### src/rtl/sram_rw_port_ctrl.sv
// sram_rw_port_ctrl
//   Initiator side of a single-port SRAM macro with a 1-cycle registered read.
//   Requests arrive on a valid/ready channel and become SRAM port cycles. Read
//   data comes back in order through a small response FIFO on a valid/ready
//   channel. After reset the block can zero-fill the whole array before it
//   accepts requests.
//
// Ports
//   clock, reset_n            sole clock (also the macro clock), async active-low reset
//   req_valid/req_ready       request handshake (fire = valid && ready)
//   req_write/addr/wdata      request fields, ignored unless req_valid
//   resp_valid/ready/rdata    in-order read responses
//   init_done                 high once the block has reached RUN
//   sram_en/wmode/addr/wdata  drive to the macro
//   sram_rdata                from the macro, valid the cycle after a read enable
module sram_rw_port_ctrl #(
  parameter int ADDR_W     = 2,
  parameter int DATA_W     = 66,
  parameter int RESP_DEPTH = 2,
  parameter int INIT_ZERO  = 1
) (
  input  logic              clock,
  input  logic              reset_n,
  input  logic              req_valid,
  output logic              req_ready,
  input  logic              req_write,
  input  logic [ADDR_W-1:0] req_addr,
  input  logic [DATA_W-1:0] req_wdata,
  output logic              resp_valid,
  input  logic              resp_ready,
  output logic [DATA_W-1:0] resp_rdata,
  output logic              init_done,
  output logic              sram_en,
  output logic              sram_wmode,
  output logic [ADDR_W-1:0] sram_addr,
  output logic [DATA_W-1:0] sram_wdata,
  input  logic [DATA_W-1:0] sram_rdata
);

  localparam int DEPTH = 1 << ADDR_W;
  localparam int PTR_W = (RESP_DEPTH > 1) ? $clog2(RESP_DEPTH) : 1;
  // One extra bit so count + in-flight read never wraps.
  localparam int CNT_W = $clog2(RESP_DEPTH + 1) + 1;

  typedef enum logic {
    ST_INIT,
    ST_RUN
  } state_e;

  state_e            state_q, state_d;
  logic [ADDR_W-1:0] initCnt_q, initCnt_d;
  logic              initDone_q, initDone_d;
  logic              rdInflight_q, rdInflight_d;

  logic [DATA_W-1:0] fifoMem_q [RESP_DEPTH];
  logic [PTR_W-1:0]  wrPtr_q, rdPtr_q;
  logic [CNT_W-1:0]  fifoCount_q;

  logic              fire;
  logic              push;
  logic              pop;
  logic [CNT_W-1:0]  occ;
  logic              creditOk;

  // Handshake terms. The credit check counts the read still in the macro so
  // that every accepted read already owns a FIFO slot; a pop in the same
  // cycle frees one, which is why req_ready looks at resp_ready.
  always_comb begin
    resp_valid = (fifoCount_q != '0);
    resp_rdata = fifoMem_q[rdPtr_q];
    pop        = resp_valid && resp_ready;
    push       = rdInflight_q;
    occ        = fifoCount_q + CNT_W'(rdInflight_q);
    creditOk   = (occ - CNT_W'(pop)) < CNT_W'(RESP_DEPTH);
    // Gating on reset_n keeps req_ready low while reset is held, including
    // the no-sweep build where the state register already reads RUN.
    req_ready  = reset_n && (state_q == ST_RUN) && creditOk;
    fire       = req_valid && req_ready;
    init_done  = initDone_q;
  end

  // Next-state and SRAM drive. INIT writes zero to one address per cycle;
  // RUN passes the request straight through, enabling only on fire.
  always_comb begin
    state_d      = state_q;
    initCnt_d    = initCnt_q;
    initDone_d   = initDone_q;
    rdInflight_d = fire && !req_write;
    sram_en      = 1'b0;
    sram_wmode   = 1'b0;
    sram_addr    = '0;
    sram_wdata   = '0;
    if (reset_n) begin
      case (state_q)
        ST_INIT: begin
          sram_en    = 1'b1;
          sram_wmode = 1'b1;
          sram_addr  = initCnt_q;
          sram_wdata = '0;
          initCnt_d  = initCnt_q + 1'b1;
          if (initCnt_q == ADDR_W'(DEPTH - 1)) begin
            state_d    = ST_RUN;
            initDone_d = 1'b1;
          end
        end
        ST_RUN: begin
          sram_en    = fire;
          sram_wmode = req_write;
          sram_addr  = req_addr;
          sram_wdata = req_wdata;
        end
        default: begin
          state_d = ST_RUN;
        end
      endcase
    end
  end

  // Control registers. Reset discards any read still in the macro.
  always_ff @(posedge clock or negedge reset_n) begin
    if (!reset_n) begin
      if (INIT_ZERO != 0) begin
        state_q    <= ST_INIT;
        initDone_q <= 1'b0;
      end else begin
        state_q    <= ST_RUN;
        initDone_q <= 1'b1;
      end
      initCnt_q    <= '0;
      rdInflight_q <= 1'b0;
    end else begin
      state_q      <= state_d;
      initCnt_q    <= initCnt_d;
      initDone_q   <= initDone_d;
      rdInflight_q <= rdInflight_d;
    end
  end

  // Response FIFO. The macro data is captured on the edge that closes the
  // in-flight cycle. Storage is cleared on reset so resp_rdata reads zero.
  always_ff @(posedge clock or negedge reset_n) begin
    if (!reset_n) begin
      for (int i = 0; i < RESP_DEPTH; i++) begin
        fifoMem_q[i] <= '0;
      end
      wrPtr_q     <= '0;
      rdPtr_q     <= '0;
      fifoCount_q <= '0;
    end else begin
      if (push) begin
        fifoMem_q[wrPtr_q] <= sram_rdata;
        wrPtr_q <= (wrPtr_q == PTR_W'(RESP_DEPTH - 1)) ? '0 : wrPtr_q + 1'b1;
      end
      if (pop) begin
        rdPtr_q <= (rdPtr_q == PTR_W'(RESP_DEPTH - 1)) ? '0 : rdPtr_q + 1'b1;
      end
      case ({push, pop})
        2'b10:   fifoCount_q <= fifoCount_q + 1'b1;
        2'b01:   fifoCount_q <= fifoCount_q - 1'b1;
        default: fifoCount_q <= fifoCount_q;
      endcase
    end
  end

  // The credit rule makes overflow impossible; catch it if that ever breaks.
  noOverflow: assert property (@(posedge clock) disable iff (!reset_n)
    !(push && !pop && (fifoCount_q == CNT_W'(RESP_DEPTH))));

endmodule

### config.mk
export PLATFORM = sky130hd
export DESIGN_NAME = sram_rw_port_ctrl
export DESIGN_NICKNAME = d
export VERILOG_FILES = /design/src/rtl/sram_rw_port_ctrl.sv
export SDC_FILE = /design/constraint.sdc
export NUM_CORES = 1
export LEC_CHECK = 0
export ABC_AREA = 0
export BUFFER_PORTS_ARGS = -buffer_cell sky130_fd_sc_hd__buf_4
export CORE_UTILIZATION = 44
export CTS_BUF_LIST = sky130_fd_sc_hd__clkbuf_8
export DETAILED_ROUTE_END_ITERATION = 10
export PLACE_DENSITY = 0.73
export SYNTH_ARGS = -nofsm -noshare
export SYNTH_HDL_FRONTEND = slang
export SYNTH_SLANG_ARGS = --single-unit
### constraint.sdc
create_clock -name clock -period 5.7 [get_ports clock]
set_input_delay 1.71 -clock clock [delete_from_list [all_inputs] [get_ports clock]]
set_output_delay 1.71 -clock clock [all_outputs]
set_load 0.005 [all_outputs]
==> key figures <==
Status
  • Run status: complete, no violations

Clock tree
  • Clk pin slew, worst setup/hold paths: about 0.070 ns
  • # resized after CTS: 0
  • Clk_lat worst skew: between 0.4 and 0.5 ns
  • CTS tree: built
  • Root Driver: clkbuf_8
  • Post-CTS setup buffers: 0
  • CTS Sinks: 142
  • Clock Path Buffers: 2
  • Number of CTS-inserted buffers: 17
  • H-tree level count: 4
  • Cts hold-fix bufs: 0

Pwr
  • Comb pwr share: around 45%
  • Cell-internal power: between 3 and 4 mW
  • Clock power share: ~18%
  • Switching Power: between 1 and 1.5 mW
  • Leak: ~5 nW
  • Seq pwr share: ~38%
  • Switching share of power: between 20% and 30%
  • Power Density: 504 mW/mm2
  • Worst vdd ir: approximately 0.27 mV

Critical path
  • Critical-path top delay cell: fa_1
  • Crit start category: input port
  • Setup CP Type: in -> out
  • Crit-path cells: buf_4, nand2b_1, nand2b_1, inv_1, fa_1, xnor3_1, nand4_1, nand2_1, buf_4
  • CP delay by family, top: simple AND/OR/NAND/NOR gates
  • Buf/Inv on CP: 3
  • CP Capture Type: output pin
  • Max incr delay on CP: approximately 0.40 ns
  • R2r setup slk: between 3 and 4 ns
  • Arrival time worst endpoint: ~3.2 ns
  • Worst-path fanout max: 5
  • Worst EP required: 3.99 ns

Synth
  • Register bit total from synthesis: 142
  • Synthesized area: 0.00710 mm2
  • Register area share after synthesis: around half
  • Ys flop type: dfrtp_1
  • Synth async-reset ratio: between 90% and 100%
  • Number of flops mapped to enable cells by yosys: 0
  • Syn Nets: 632
  • Avg Inst Size Synth: 14.5 um2
  • Yosys cell types: 30
  • Syn Inst Count: 490
  • YS warnings: 0

Hold path
  • Min-delay worst type: reg -> reg

STA
  • Hold Violations, Final: 0
  • TNS Setup: 0 ns
  • Slew @ Worst Pin: between 1 and 1.5 ns
  • Final Skew: ~0.011 ns
  • Fin crit share: about 85%
  • Final setup viols: 0
  • Final Critical Period: 4.87 ns
  • Rel. slew slack: between 30% and 40%
  • Slew Viols, Final: 0
  • Unrepaired setup endpoints after global routing: false
  • Minimum hold slack: approximately 0.49 ns
  • Fmax: 205 MHz

Placement
  • Post-DP HPWL: 14500 um
  • RD Place Congestion: ~0.86
  • IO buf count: about 280

Global route
  • Gr ovfl total: 0
  • All-Layer GR Usage: about a quarter
  • Largest net degree at the start of global routing: around 110
  • Initial antenna violation count: 1
  • Vias in the first global route: approximately 5200
  • First-pass GRT wire length: between 20000 and 30000 um

Layout
  • Multi-input logic area: approximately 0.0033 mm2
  • Nets: approximately 900
  • Inserted Diodes: 0
  • Fillers: 1255
  • FF/Latch Area: approximately 0.0036 mm2
  • Share of layout cells above drive strength 1: roughly 67%
  • Area growth, synth to finish: 36.3%

Drt
  • Total Wirelength: between 15000 and 20000 um
  • Vias: around 5000
  • Drt pass-1 iters: 4
  • Initial DRC count: about 190
  • Post-DRT Antenna Nets: 0
  • Post-DR vias/cell: between 5 and 6
  • Drt drc: 0
  • Routed wire per std cell: approximately 20 um

Die
  • Core Region: between 0.015 and 0.02 mm2
  • Die H: approximately 130 um
  • Cell row count: 46
  • Starting Density: around 45%
  • Num ports: about 280
  • DIE AREA: between 0.015 and 0.02 mm2
  • Chip width: roughly 130 um

Run
  • Max cap viols: 0
[registers in the layout, summed over array words and instances, names as in the netlist]
| name | flops |
|---|---|
| fifoCount_q | 3 |
| push | 1 |
| state_q | 1 |
| initCnt_q | 2 |
| wrPtr_q | 1 |
| fifoMem_q | 132 |
| rdPtr_q | 1 |
| init_done | 1 |
[kinds of logic after synthesis]
logic type | count (synthesis) | synth area share, %
adders and majority gates | 3 | 0.740
muxes | 202 | 36.4
xor gates and xnor gates | 5 | 0.810
buffers and inverters | 43 | 3.86
AOI/OAI and AO/OA | 7 | 0.705
and+or+nand+nor | 88 | 7.52
DFF | 142 | 50.0
[layout make-up]
cell class | instances | share of cell area [%]
clock inverter | 13 | 1.69
inverter | 5 | 0.194
sequential | 142 | 36.7
tap | 216 | 2.79
clock buffer | 19 | 2.70
multi-input combinational | 305 | 33.9
timing repair buffer | 283 | 22.0
[power groups by stage]
| stage | Clock (mW) | Combinational (mW) | Sequential, mW |
|---|---|---|---|
| 2_1_floorplan | 0 | 1.38 | 1.69 |
| 3_5_place_dp | 0 | 2.20 | 1.85 |
| 5_1_grt | 0.924 | 2.36 | 1.90 |
| 6_report | 0.856 | 2.19 | 1.84 |
| 4_1_cts | 0.881 | 2.22 | 1.84 |
| 3_3_place_gp | 0 | 2.15 | 1.81 |
[per-stage QoR]
stage                     setup slack, ns  total power [mW]  instances  instance area, um2  utilization (%)
final                               0.828              4.88        983                9680             61.2
after global routing                0.671              5.19        983                9680             61.2
after CTS                           0.825              4.94        983                9680             61.2
after detailed placement            0.815              4.05        951                9260             58.5
after global placement              0.940              3.96        951                9260             58.5
after floorplan                      1.21              3.07        490                7100                -
[synth_stat cells (all sizes together), types with 2 or more instances]
cell	instances	area share (%)
mux2	198	36
dfrtp	142	50
and3	67	5.9
buf	23	2.8
clkbuf	15	0.79
nand2	7	0.37
inv	5	0.26
nand2b	4	0.35
nor2b	4	0.46
mux2i	3	0.42
a21o	2	0.21
and2	2	0.18
fa	2	0.56
nor2	2	0.11
xnor2	2	0.25
xor2	2	0.25
[worst paths after layout]
| kind | start | to | cells past startpoint |
|---|---|---|---|
| worst min-delay path | init_done | init_done | 1 |
| worst min register to register | init_done | init_done | 1 |
| min in group asynchronous | reset_n | fifoMem_q[47] | 1 |
| max in group asynchronous | reset_n | fifoMem_q[108] | 2 |
| worst max register to register | push | fifoMem_q[69] | 3 |
| worst max-delay path | resp_ready | sram_en | 9 |
[cell usage in the layout (no fill, tap or decap), drive strengths merged, types with 3 or more instances in the layout]
cell	instances
bufinv	3
nor2b	4
clkinv	3
inv	9
mux2	198
mux2i	3
nand2b	4
dfrtp	142
and3	67
nand2	7
buf	283
clkbuf	19
clkinvlp	3
[worst register-to-register path: cells and delay by family (launching register included)]
kind	cells	cell delay (ns)
buf+inv	1	0.79
flops	1	0.59
mux	1	0.49
simple gates	1	0.71
[metal layers]
metal	track usage (%)	up-vias	wire, um
met5	0	-	8
met4	4.98	2	136
met3	8.22	13	1460
met2	42.7	172	10200
met1	27.9	2525	7860
li1	-	2272	-
Power figures use the tool's default switching activity.
